## config.mk

```make
export PLATFORM = sky130hd
export DESIGN_NAME = dsram_req_ctrl_flat
export DESIGN_NICKNAME = d
export VERILOG_FILES = /design/src/rtl/dsram_req_ctrl_if.sv /design/src/rtl/dsram_req_ctrl.sv /design/src/flat_wrapper.sv
export SDC_FILE = /design/constraint.sdc
export NUM_CORES = 1
export LEC_CHECK = 0
export BUFFER_PORTS_ARGS = -buffer_cell sky130_fd_sc_hd__buf_4
export CAP_MARGIN = 20
export CORE_MARGIN = 2
export CORE_UTILIZATION = 50
export CTS_CLUSTER_DIAMETER = 30
export DETAILED_ROUTE_END_ITERATION = 12
export PLACE_DENSITY = 0.8
export SYNTH_ARGS = -nofsm -noshare
export SYNTH_HDL_FRONTEND = slang
export SYNTH_SLANG_ARGS = --single-unit
export TNS_END_PERCENT = 100
```

## constraint.sdc

```tcl
create_clock -name clk -period 5.1 [get_ports clk]
set_input_delay 0.765 -clock clk [delete_from_list [all_inputs] [get_ports clk]]
set_output_delay 0.765 -clock clk [all_outputs]
set_load 0.03 [all_outputs]
```

## src/rtl/dsram_req_ctrl_if.sv

```systemverilog
// Handshake bundle between MEM1, the data-SRAM port and MEM2.
// slave is the controller side, master the environment side.
interface dsram_req_ctrl_if;
  logic        m1s_req_valid;
  logic        m1s_req_wr;
  logic [1:0]  m1s_req_size;
  logic [31:0] m1s_req_addr;
  logic [3:0]  m1s_req_wstrb;
  logic [31:0] m1s_req_wdata;
  logic        m1s_req_ready;
  logic        data_sram_req;
  logic        data_sram_wr;
  logic [1:0]  data_sram_size;
  logic [31:0] data_sram_addr;
  logic [3:0]  data_sram_wstrb;
  logic [31:0] data_sram_wdata;
  logic        data_sram_addr_ok;
  logic        data_sram_data_ok;
  logic [31:0] data_sram_rdata;
  logic        m2s_resp_valid;
  logic        m2s_resp_wr;
  logic [31:0] m2s_resp_rdata;
  logic        m2s_resp_ready;
  logic        flush;
  logic        busy;

  modport slave (
    input  m1s_req_valid, m1s_req_wr, m1s_req_size,
    input  m1s_req_addr, m1s_req_wstrb, m1s_req_wdata,
    output m1s_req_ready,
    output data_sram_req, data_sram_wr, data_sram_size,
    output data_sram_addr, data_sram_wstrb, data_sram_wdata,
    input  data_sram_addr_ok, data_sram_data_ok,
    input  data_sram_rdata,
    output m2s_resp_valid, m2s_resp_wr, m2s_resp_rdata,
    input  m2s_resp_ready,
    input  flush,
    output busy
  );

  modport master (
    output m1s_req_valid, m1s_req_wr, m1s_req_size,
    output m1s_req_addr, m1s_req_wstrb, m1s_req_wdata,
    input  m1s_req_ready,
    input  data_sram_req, data_sram_wr, data_sram_size,
    input  data_sram_addr, data_sram_wstrb, data_sram_wdata,
    output data_sram_addr_ok, data_sram_data_ok,
    output data_sram_rdata,
    input  m2s_resp_valid, m2s_resp_wr, m2s_resp_rdata,
    output m2s_resp_ready,
    output flush,
    input  busy
  );
endinterface

```

## src/rtl/dsram_req_ctrl.sv

```systemverilog
// Data-SRAM request controller: serialises MEM1 requests,
// returns in-order responses to MEM2, discards flushed ones.
module dsram_req_ctrl #(
  parameter int MAX_OUT = 2,
  parameter int CNT_W   = 2
) (
  input logic             clk,
  input logic             reset,
  dsram_req_ctrl_if.slave bus
);

  localparam int TQ = 2**CNT_W;

  typedef enum logic {IDLE, ADDR} state_t;

  state_t           r_state, w_state_n;
  logic [CNT_W-1:0] r_out_cnt, r_disc_cnt, r_buf_cnt;
  logic [CNT_W-1:0] w_tpos;
  logic [CNT_W:0]   w_used;
  logic             w_credit, w_ready, w_accept;
  logic             w_tag_pop, w_live, w_bhas;
  logic             w_valid, w_pop_buf, w_push_buf;
  logic             w_resp_wr, w_bidx;
  logic             r_tag   [TQ];
  logic             w_tag_n [TQ];
  logic             r_bwr   [2];
  logic [31:0]      r_bdat  [2];
  logic             r_wr;
  logic [1:0]       r_size;
  logic [31:0]      r_addr, r_wdata;
  logic [3:0]       r_wstrb;

  assign w_used   = {1'b0, r_out_cnt} + {1'b0, r_buf_cnt};
  assign w_credit = w_used < (CNT_W+1)'(MAX_OUT);

  always_comb begin
    w_state_n = r_state;
    w_ready   = 1'b0;
    unique case (r_state)
      IDLE: w_ready = !bus.flush && w_credit;
      ADDR: w_ready = !bus.flush && w_credit
                      && bus.data_sram_addr_ok;
    endcase
    w_accept = w_ready && bus.m1s_req_valid;
    if (w_accept)
      w_state_n = ADDR;
    else if (r_state == ADDR && bus.data_sram_addr_ok)
      w_state_n = IDLE;
  end

  always_ff @(posedge clk) begin
    if (reset) r_state <= IDLE;
    else       r_state <= w_state_n;
  end

  always_ff @(posedge clk) begin
    if (reset) begin
      r_wr    <= 1'b0;
      r_size  <= 2'd0;
      r_addr  <= 32'd0;
      r_wstrb <= 4'd0;
      r_wdata <= 32'd0;
    end else if (w_accept) begin
      r_wr    <= bus.m1s_req_wr;
      r_size  <= bus.m1s_req_size;
      r_addr  <= bus.m1s_req_addr;
      r_wstrb <= bus.m1s_req_wstrb;
      r_wdata <= bus.m1s_req_wdata;
    end
  end

  assign bus.m1s_req_ready   = w_ready;
  assign bus.data_sram_req   = (r_state == ADDR);
  assign bus.data_sram_wr    = r_wr;
  assign bus.data_sram_size  = r_size;
  assign bus.data_sram_addr  = r_addr;
  assign bus.data_sram_wstrb = r_wstrb;
  assign bus.data_sram_wdata = r_wdata;

  // Tag queue head is always entry 0; occupancy equals out_cnt.
  assign w_tag_pop = bus.data_sram_data_ok && r_out_cnt != '0;
  assign w_tpos    = r_out_cnt - CNT_W'(w_tag_pop);

  always_comb begin
    w_tag_n = r_tag;
    if (w_tag_pop)
      for (int i = 0; i < TQ-1; i++) w_tag_n[i] = r_tag[i+1];
    if (w_accept) w_tag_n[w_tpos] = bus.m1s_req_wr;
  end

  always_ff @(posedge clk) begin
    if (reset) begin
      for (int i = 0; i < TQ; i++) r_tag[i] <= 1'b0;
      r_out_cnt  <= '0;
      r_disc_cnt <= '0;
    end else begin
      r_tag     <= w_tag_n;
      r_out_cnt <= r_out_cnt + CNT_W'(w_accept)
                   - CNT_W'(w_tag_pop);
      if (bus.flush)
        r_disc_cnt <= r_out_cnt - CNT_W'(w_tag_pop);
      else if (bus.data_sram_data_ok && r_disc_cnt != '0)
        r_disc_cnt <= r_disc_cnt - 1'b1;
    end
  end

  assign w_live = bus.data_sram_data_ok && !bus.flush
                  && r_disc_cnt == '0;
  assign w_bhas    = r_buf_cnt != '0;
  assign w_valid   = !bus.flush && (w_bhas || w_live);
  assign w_resp_wr = w_bhas ? r_bwr[0] : r_tag[0];

  assign w_pop_buf  = w_valid && bus.m2s_resp_ready && w_bhas;
  assign w_push_buf = w_live && (w_bhas || !bus.m2s_resp_ready);
  assign w_bidx     = r_buf_cnt[0] ^ w_pop_buf;

  assign bus.m2s_resp_valid = w_valid;
  assign bus.m2s_resp_wr    = w_resp_wr;
  assign bus.m2s_resp_rdata = w_resp_wr ? 32'd0 :
    (w_bhas ? r_bdat[0] : bus.data_sram_rdata);

  always_ff @(posedge clk) begin
    if (reset || bus.flush) begin
      r_buf_cnt <= '0;
    end else begin
      r_buf_cnt <= r_buf_cnt - CNT_W'(w_pop_buf)
                   + CNT_W'(w_push_buf);
    end
  end

  always_ff @(posedge clk) begin
    if (w_pop_buf) begin
      r_bwr[0]  <= r_bwr[1];
      r_bdat[0] <= r_bdat[1];
    end
    if (w_push_buf) begin
      r_bwr[w_bidx]  <= r_tag[0];
      r_bdat[w_bidx] <= bus.data_sram_rdata;
    end
  end

  assign bus.busy = r_out_cnt != '0 || r_buf_cnt != '0;

  always_ff @(posedge clk) begin
    if (!reset)
      assert (!(w_live && r_buf_cnt == CNT_W'(2)))
        else $error("response buffer overflow");
  end

endmodule

```

## src/flat_wrapper.sv

```systemverilog
// flat-port wrapper written by rule: the top's interface ports become plain ports
module dsram_req_ctrl_flat 
#(
  parameter int MAX_OUT = 2,
  parameter int CNT_W   = 2
)
  (clk, reset, bus_m1s_req_valid, bus_m1s_req_wr, bus_m1s_req_size, bus_m1s_req_addr, bus_m1s_req_wstrb, bus_m1s_req_wdata, bus_m1s_req_ready, bus_data_sram_req, bus_data_sram_wr, bus_data_sram_size, bus_data_sram_addr, bus_data_sram_wstrb, bus_data_sram_wdata, bus_data_sram_addr_ok, bus_data_sram_data_ok, bus_data_sram_rdata, bus_m2s_resp_valid, bus_m2s_resp_wr, bus_m2s_resp_rdata, bus_m2s_resp_ready, bus_flush, bus_busy);
  dsram_req_ctrl_if bus_i ();
  input logic clk;
  input logic reset;
  input wire logic [$bits(bus_i.m1s_req_valid)-1:0] bus_m1s_req_valid;
  input wire logic [$bits(bus_i.m1s_req_wr)-1:0] bus_m1s_req_wr;
  input wire logic [$bits(bus_i.m1s_req_size)-1:0] bus_m1s_req_size;
  input wire logic [$bits(bus_i.m1s_req_addr)-1:0] bus_m1s_req_addr;
  input wire logic [$bits(bus_i.m1s_req_wstrb)-1:0] bus_m1s_req_wstrb;
  input wire logic [$bits(bus_i.m1s_req_wdata)-1:0] bus_m1s_req_wdata;
  output wire logic [$bits(bus_i.m1s_req_ready)-1:0] bus_m1s_req_ready;
  output wire logic [$bits(bus_i.data_sram_req)-1:0] bus_data_sram_req;
  output wire logic [$bits(bus_i.data_sram_wr)-1:0] bus_data_sram_wr;
  output wire logic [$bits(bus_i.data_sram_size)-1:0] bus_data_sram_size;
  output wire logic [$bits(bus_i.data_sram_addr)-1:0] bus_data_sram_addr;
  output wire logic [$bits(bus_i.data_sram_wstrb)-1:0] bus_data_sram_wstrb;
  output wire logic [$bits(bus_i.data_sram_wdata)-1:0] bus_data_sram_wdata;
  input wire logic [$bits(bus_i.data_sram_addr_ok)-1:0] bus_data_sram_addr_ok;
  input wire logic [$bits(bus_i.data_sram_data_ok)-1:0] bus_data_sram_data_ok;
  input wire logic [$bits(bus_i.data_sram_rdata)-1:0] bus_data_sram_rdata;
  output wire logic [$bits(bus_i.m2s_resp_valid)-1:0] bus_m2s_resp_valid;
  output wire logic [$bits(bus_i.m2s_resp_wr)-1:0] bus_m2s_resp_wr;
  output wire logic [$bits(bus_i.m2s_resp_rdata)-1:0] bus_m2s_resp_rdata;
  input wire logic [$bits(bus_i.m2s_resp_ready)-1:0] bus_m2s_resp_ready;
  input wire logic [$bits(bus_i.flush)-1:0] bus_flush;
  output wire logic [$bits(bus_i.busy)-1:0] bus_busy;
  assign bus_i.m1s_req_valid = bus_m1s_req_valid;
  assign bus_i.m1s_req_wr = bus_m1s_req_wr;
  assign bus_i.m1s_req_size = bus_m1s_req_size;
  assign bus_i.m1s_req_addr = bus_m1s_req_addr;
  assign bus_i.m1s_req_wstrb = bus_m1s_req_wstrb;
  assign bus_i.m1s_req_wdata = bus_m1s_req_wdata;
  assign bus_m1s_req_ready = bus_i.m1s_req_ready;
  assign bus_data_sram_req = bus_i.data_sram_req;
  assign bus_data_sram_wr = bus_i.data_sram_wr;
  assign bus_data_sram_size = bus_i.data_sram_size;
  assign bus_data_sram_addr = bus_i.data_sram_addr;
  assign bus_data_sram_wstrb = bus_i.data_sram_wstrb;
  assign bus_data_sram_wdata = bus_i.data_sram_wdata;
  assign bus_i.data_sram_addr_ok = bus_data_sram_addr_ok;
  assign bus_i.data_sram_data_ok = bus_data_sram_data_ok;
  assign bus_i.data_sram_rdata = bus_data_sram_rdata;
  assign bus_m2s_resp_valid = bus_i.m2s_resp_valid;
  assign bus_m2s_resp_wr = bus_i.m2s_resp_wr;
  assign bus_m2s_resp_rdata = bus_i.m2s_resp_rdata;
  assign bus_i.m2s_resp_ready = bus_m2s_resp_ready;
  assign bus_i.flush = bus_flush;
  assign bus_busy = bus_i.busy;
  dsram_req_ctrl #(.MAX_OUT(MAX_OUT), .CNT_W(CNT_W)) u_core (.clk(clk), .reset(reset), .bus(bus_i));
endmodule
```

==> results.cfg, run 1 <==
[logic_synthesis]
yosys.area.top_type = edfxtp_1
seq_area_frac_synth_pct = 58.2
synth-edff-count = 66
yosys_most_used_dff = dfxtp_1
syn_inst = 617
ys_types = 37
ys_seq_elements = 148
synth_top_area_share_pct = 31.8
syn_avg_cell_area_um2 = 10.1
synth_area_um2 = 6230
synth.top_cells.by_area = edfxtp_1, dfxtp_1, a21oi_1, mux2_2, nand3_1
ys_warn_count = 0
async_reset_ff_share_pct = 0
postSynthNetCount = 735

[floorplan]
core.rowCount = 40
die_h_um = 116
die_area_um2 = 13400
core_area_um2 = 12100
die-width_um = 116
io_pins = 218
floorplan.initialDensity_pct = 51.6

[run_status]
status = complete, no violations

[cells_and_area]
fin_util_pct = 70.5
multi_input_area_um2 = 2350
fillerInstances = 904
antennaDiodeCount = 0
layout-area-overhead-vs-synth_pct = 36.6
seq_area_um2 = 3620
drive_gt1_share_pct = 36.2
final_cells = 983
nNetsFinal = 920

[sta]
fin_crit_sh_pct = 62.6
maxSlewViolCount = 0
finalClockSkew_ns = 0.0147
worstMarginPinSlew_ns = 0.848
fmax_ghz = 0.313
rsz0062_at_grt = false
post-route-min-period_ns = 3.19
hold_viol = 0
tns_ns = 0
final.setup.worst_slack_ns = 1.91
relSlewSlack_pct = 43.5
fin_worst_hold_slack_ns = 0.472
finalSetupViolCount = 0

[grt]
grt_pass1_vias = 5210
overflow = 0
grt_pass1_wl_um = 25500
grt_max_degree = 84
grt_usage_pct = 24.3
antenna_found_initial = 0

[clock_network]
numCtsBuffers = 17
cts_resized = 0
cts_sinks = 148
h-tree-depth = 4
cts_setup_buffers = 0
cts_tree = built
clock_path_buffers = 2
root_buffer = clkbuf_16
hold_buffers = 0
clk_pin_slew_ns = 0.05
clk-insertion-delay-late_ns = 0.41

[power]
p_per_area_nw_per_um2 = 410
ir_worst_vdd_mv = 0.197
leakage_nw = 3.46

[detailed_routing]
drc = 0
firstDrtPassIters = 4
wl_per_cell_um = 16.5
wl_um = 16200
vias_per_cell = 5.44
antenna_left = 0
drt_iter0_markers = 323
num_vias = 5348

[critical_path]
critical_path.max_fanout = 33
start_kind = register
crit_slowest_cell = mux2_2
worstPathRequired_ns = 4.34
crit_arrival_ns = 2.43
setup.worst_path.class = register to output port
max_stage_delay_ns = 0.60
crit_top_cell = buf_4
crit_path_end_kind = output port
path_cells = nor2_2 > buf_4 > mux2_2 > a21oi_1 > buf_4

[place]
dpl.cell_count = 951
port_buffers = 217
dpl_worst_slack_ns = 1.90
hpwlAfterDp_um = 10700
gp_congestion = 0.780

[flow_run]
drv_cap = 0

[min_path]
min-delay-path-class = register to register
-- power by group --
part | switching (W) | internal, W | leakage, nW
clock | 0.000453 | 0.000804 | 0.309
combinational | 0.000538 | 0.000320 | 1.88
sequential | 0.0000434 | 0.00132 | 1.27
-- placed cells by master (no fill, tap or decap), types with 3 or more instances in the layout --
cell,instances
nor2b_1,3
nand3_1,71
buf_4,223
mux2_2,34
nand2_1,67
inv_1,8
ha_1,7
a21oi_1,108
o21ai_0,61
xnor2_1,3
clkbuf_8,3
nand4_1,3
edfxtp_1,66
o21ai_1,11
nor2_1,6
clkbuf_16,20
mux2i_1,4
dfxtp_1,82
-- worst max-delay path: cells and delay by family (launching register included) --
family | cells | cell delay (ns)
multiplexers | 1 | 0.60
AO/OA/AOI/OAI | 1 | 0.23
AND/OR/NAND/NOR | 1 | 0.27
buffers and inverters | 2 | 0.55
flip-flops | 1 | 0.35
-- per-stage QoR --
step                total power, W  instance area, um^2
global route               0.00363                 8510
finish                     0.00348                 8510
detailed placement         0.00225                 7890
global placement           0.00223                 7890
CTS                        0.00351                 8510
floorplan                  0.00193                 6230
-- synthesized netlist by cell type, types with 2 or more instances --
| cell type | instances |
|---|---|
| nor2b_1 | 4 |
| nor3_1 | 2 |
| buf_6 | 2 |
| clkbuf_2 | 5 |
| a211oi_1 | 2 |
| ha_1 | 7 |
| nand4_1 | 3 |
| buf_2 | 7 |
| o21ai_0 | 61 |
| edfxtp_1 | 66 |
| nand3_1 | 71 |
| buf_1 | 4 |
| xnor2_1 | 3 |
| a41o_1 | 2 |
| nand2b_1 | 3 |
| mux2i_1 | 4 |
| xor2_1 | 2 |
| inv_1 | 8 |
| a21oi_1 | 108 |
| dfxtp_1 | 82 |
| mux2_2 | 34 |
| or2_2 | 2 |
| clkbuf_1 | 39 |
| nand2_1 | 67 |
| o21ai_1 | 11 |
| nor2_1 | 7 |
-- logic make-up after synthesis --
logic type	count (synthesis)	synth area share, %
AOI/OAI and AO/OA	186	15.3
and+or+nand+nor	167	12.9
DFF	148	58.2
buffers and inverters	65	4.40
muxes	38	6.79
adders and majority gates	8	1.73
xor gates and xnor gates	5	0.703
-- flip-flops by register name, summed over array words and instances (netlist names), named ones only --
signal	flops
u_core.bus.data_sram_addr	32
u_core.bus.data_sram_req	1
u_core.bus.data_sram_size	2
u_core.bus.data_sram_wdata	32
u_core.bus.data_sram_wr	1
u_core.bus.data_sram_wstrb	4
u_core.r_bdat	64
u_core.r_buf_cnt	2
u_core.r_bwr	2
u_core.r_disc_cnt	2
u_core.r_out_cnt	2
u_core.r_tag	3
-- worst paths after layout --
kind                                 start                            end  slack (ns)  cells after the start
min          u_core.bus.data_sram_wstrb[2]  u_core.bus.data_sram_wstrb[2]        0.47                      2
max                    u_core.r_buf_cnt[1]         bus_m2s_resp_rdata[17]        1.91                      5
max reg2reg            u_core.r_buf_cnt[1]           u_core.r_bdat[0][29]        1.92                      6
min reg2reg  u_core.bus.data_sram_wstrb[2]  u_core.bus.data_sram_wstrb[2]        0.47                      2
-- cell type report --
cell class | count | area share [%]
clock inverter | 5 | 0.677
clock buffer | 27 | 6.58
timing repair buffer | 223 | 19.7
sequential | 148 | 42.6
inverter | 8 | 0.353
tap | 168 | 2.47
multi-input combinational | 404 | 27.6
-- per-layer routing --
| layer | up-vias | global-route usage, % | part of all wire (%) |
|---|---|---|---|
| li1 | 2579 | - | - |
| met1 | 2531 | 29.3 | 40 |
| met2 | 216 | 41.5 | 50 |
| met3 | 22 | 7.32 | 8.4 |
| met4 | 0 | 8.59 | 1.6 |
| met5 | - | 0 | 0 |
Power figures use the tool's default switching activity.
==> inputs of run 2 (changes only) <==
- ABC_AREA: default -> 1
- clock period: 5.1 -> 3 ns (I/O delays scaled with it)
==> run 2 against run 1 <==
Effect of this change: synthesized area increased by 1.1%; core utilization up 0.82 points; hold slack worse by 0.25 ns; flip-flop and latch count unchanged; critical path type unchanged; largest power group unchanged.
==> results.cfg, run 2 <==
[detailed_routing]
antenna_left = 0
drc = 0
drt_iter0_markers = 375
num_vias = 5552
vias_per_cell = 4.81
wl_um = 15300
firstDrtPassIters = 5
wl_per_cell_um = 13.3

[cells_and_area]
largest_register_ffs = 64
fillerInstances = 979
top_register = u_core.r_bdat
drive_gt1_share_pct = 27.8
antennaDiodeCount = 0
layout-area-overhead-vs-synth_pct = 37.7
mostFrequentLayoutCells = buf_4, nand2_1, nor2_1
nNetsFinal = 1092
fin_area_um2 = 8680
final_common_cell = buf_4

[place]
placed_area_um2 = 8060
gp_congestion = 0.812
port_buffers = 217
hpwlAfterDp_um = 10900

[sta]
post-route-min-period_ns = 2.72
hold_viol = 0
tns_ns = 0
relSlewSlack_pct = 31.2
rsz0062_at_grt = false
fin_crit_sh_pct = 90.8
finalSetupViolCount = 0
maxSlewViolCount = 0
fin_worst_hold_slack_ns = 0.224
fmax_ghz = 0.367
finalClockSkew_ns = 0.00730
worstMarginPinSlew_ns = 1.03

[logic_synthesis]
seq_area_frac_synth_pct = 57.5
ys_seq_elements = 148
yosysMostFrequentCell = nand2_1
synth_area_um2 = 6300
postSynthNetCount = 884
yosys-top-cells-count = nand2_1, nor2_1, o21ai_0
syn_avg_cell_area_um2 = 8.22
syn_inst = 766
ys_types = 27
yosys.area.top_type = edfxtp_1
synth_top_area_share_pct = 31.5
yosys_most_used_dff = dfxtp_1
async_reset_ff_share_pct = 0
ys_warn_count = 0
synth.top_cells.by_area = edfxtp_1, dfxtp_1, nand2_1, nor2_1, o21ai_0
synth-edff-count = 66

[grt]
grt_usage_pct = 23.1
antenna_found_initial = 0
overflow = 0
grt_max_degree = 76
grt_pass1_wl_um = 24200
grt_pass1_vias = 5142

[clock_network]
clk-insertion-delay-late_ns = 0.42
hold_buffers = 0
clock_path_buffers = 2
h-tree-depth = 4
clk_pin_slew_ns = 0.06
root_buffer = clkbuf_16
cts_setup_buffers = 0
cts_tree = built
numCtsBuffers = 17
cts_resized = 0
cts_sinks = 148

[power]
power_w = 0.00646
leakage_nw = 4.24
ir_worst_vdd_mv = 0.491
p_per_area_nw_per_um2 = 744

[critical_path]
critical_path.max_fanout = 18
start_kind = register
crit_arrival_ns = 2.27
crit_path_end_kind = output port
worstPathRequired_ns = 2.55
setup.worst_path.class = register to output port

[run_status]
status = complete, no violations

[flow_run]
drv_cap = 0

[floorplan]
die_h_um = 116
core.rowCount = 40
core_area_um2 = 12200
die-width_um = 116
io_pins = 218
floorplan.initialDensity_pct = 51.8
die_area_um2 = 13500

[min_path]
min-delay-path-class = primary input to register
run 2: cell types whose count changed after synthesis, sizes merged, moves of 4 or more:
cell,change
a21oi,-101
nand3,-64
nor2,+155
nand2,+152
o21ai,+38
inv,+48
nor2b,-4
buf,+7
clkbuf,-21
mux2i,-4
mux2,-33
run 2: worst paths after layout:
check | start | end | slack [ns] | cells past startpoint
hold / removal | reset | u_core.r_out_cnt[0] | 0.22 | 2
setup / recovery | u_core.r_buf_cnt[0] | bus_m2s_resp_rdata[25] | 0.28 | 6
setup reg to reg | u_core.r_buf_cnt[0] | u_core.r_bdat[0][16] | 0.56 | 7
hold reg to reg | u_core.r_tag[3] | u_core.r_bwr[1] | 0.48 | 0
run 2: kinds of logic after synthesis:
kind of cell	Yosys count	synth area share, %
xor gates and xnor gates	2	0.278
DFF	148	57.5
AOI/OAI and AO/OA	118	9.46
muxes	1	0.179
and+or+nand+nor	390	23.9
buffers and inverters	99	6.93
adders and majority gates	8	1.71
run 2: final cells by class:
| cell class | instances | area, um^2 | share of cell area [%] |
|---|---|---|---|
| Sequential cell | 148 | 3620 | 41.8 |
| Multi-Input combinational cell | 519 | 2260 | 26.0 |
| Timing Repair Buffer | 232 | 1750 | 20.2 |
| Clock buffer | 25 | 562 | 6.48 |
| Inverter | 56 | 210 | 2.42 |
| Tap cell | 168 | 210 | 2.42 |
| Clock inverter | 6 | 58.8 | 0.678 |
run 2: worst max-delay path, stage by stage, from the launching register on:
cell and delay (ns):
dfxtp_1 0.58, nor2_4 0.14, o21ai_2 0.52, buf_4 0.33, nand2_1 0.07, inv_1 0.05, buf_4 0.15
run 2: metrics by stage:
stage	utilization, %	instances	setup slack [ns]
after floorplan	-	766	0.237
after global placement	66.2	1123	0.667
after detailed placement	66.2	1123	0.551
after CTS	71.3	1154	0.267
after global routing	71.3	1154	0.0866
final	71.3	1154	0.275
run 2: per-layer routing:
layer	up-vias	GRT usage, %	wire length [um]	part of all wire (%)
li1	2843	-	-	-
met1	2453	28.2	6290	41
met2	231	36.8	7260	47
met3	25	9.08	1510	9.8
met4	0	9.60	280	1.8
met5	-	0	0	0
run 2: report_power, final:
group / leakage [nW] / internal, W / switching [W]
Combinational: 2.66 / 0.000677 / 0.00120
Clock: 0.313 / 0.00138 / 0.000790
Sequential: 1.27 / 0.00231 / 0.000101
Total: 4.24 / 0.00437 / 0.00209
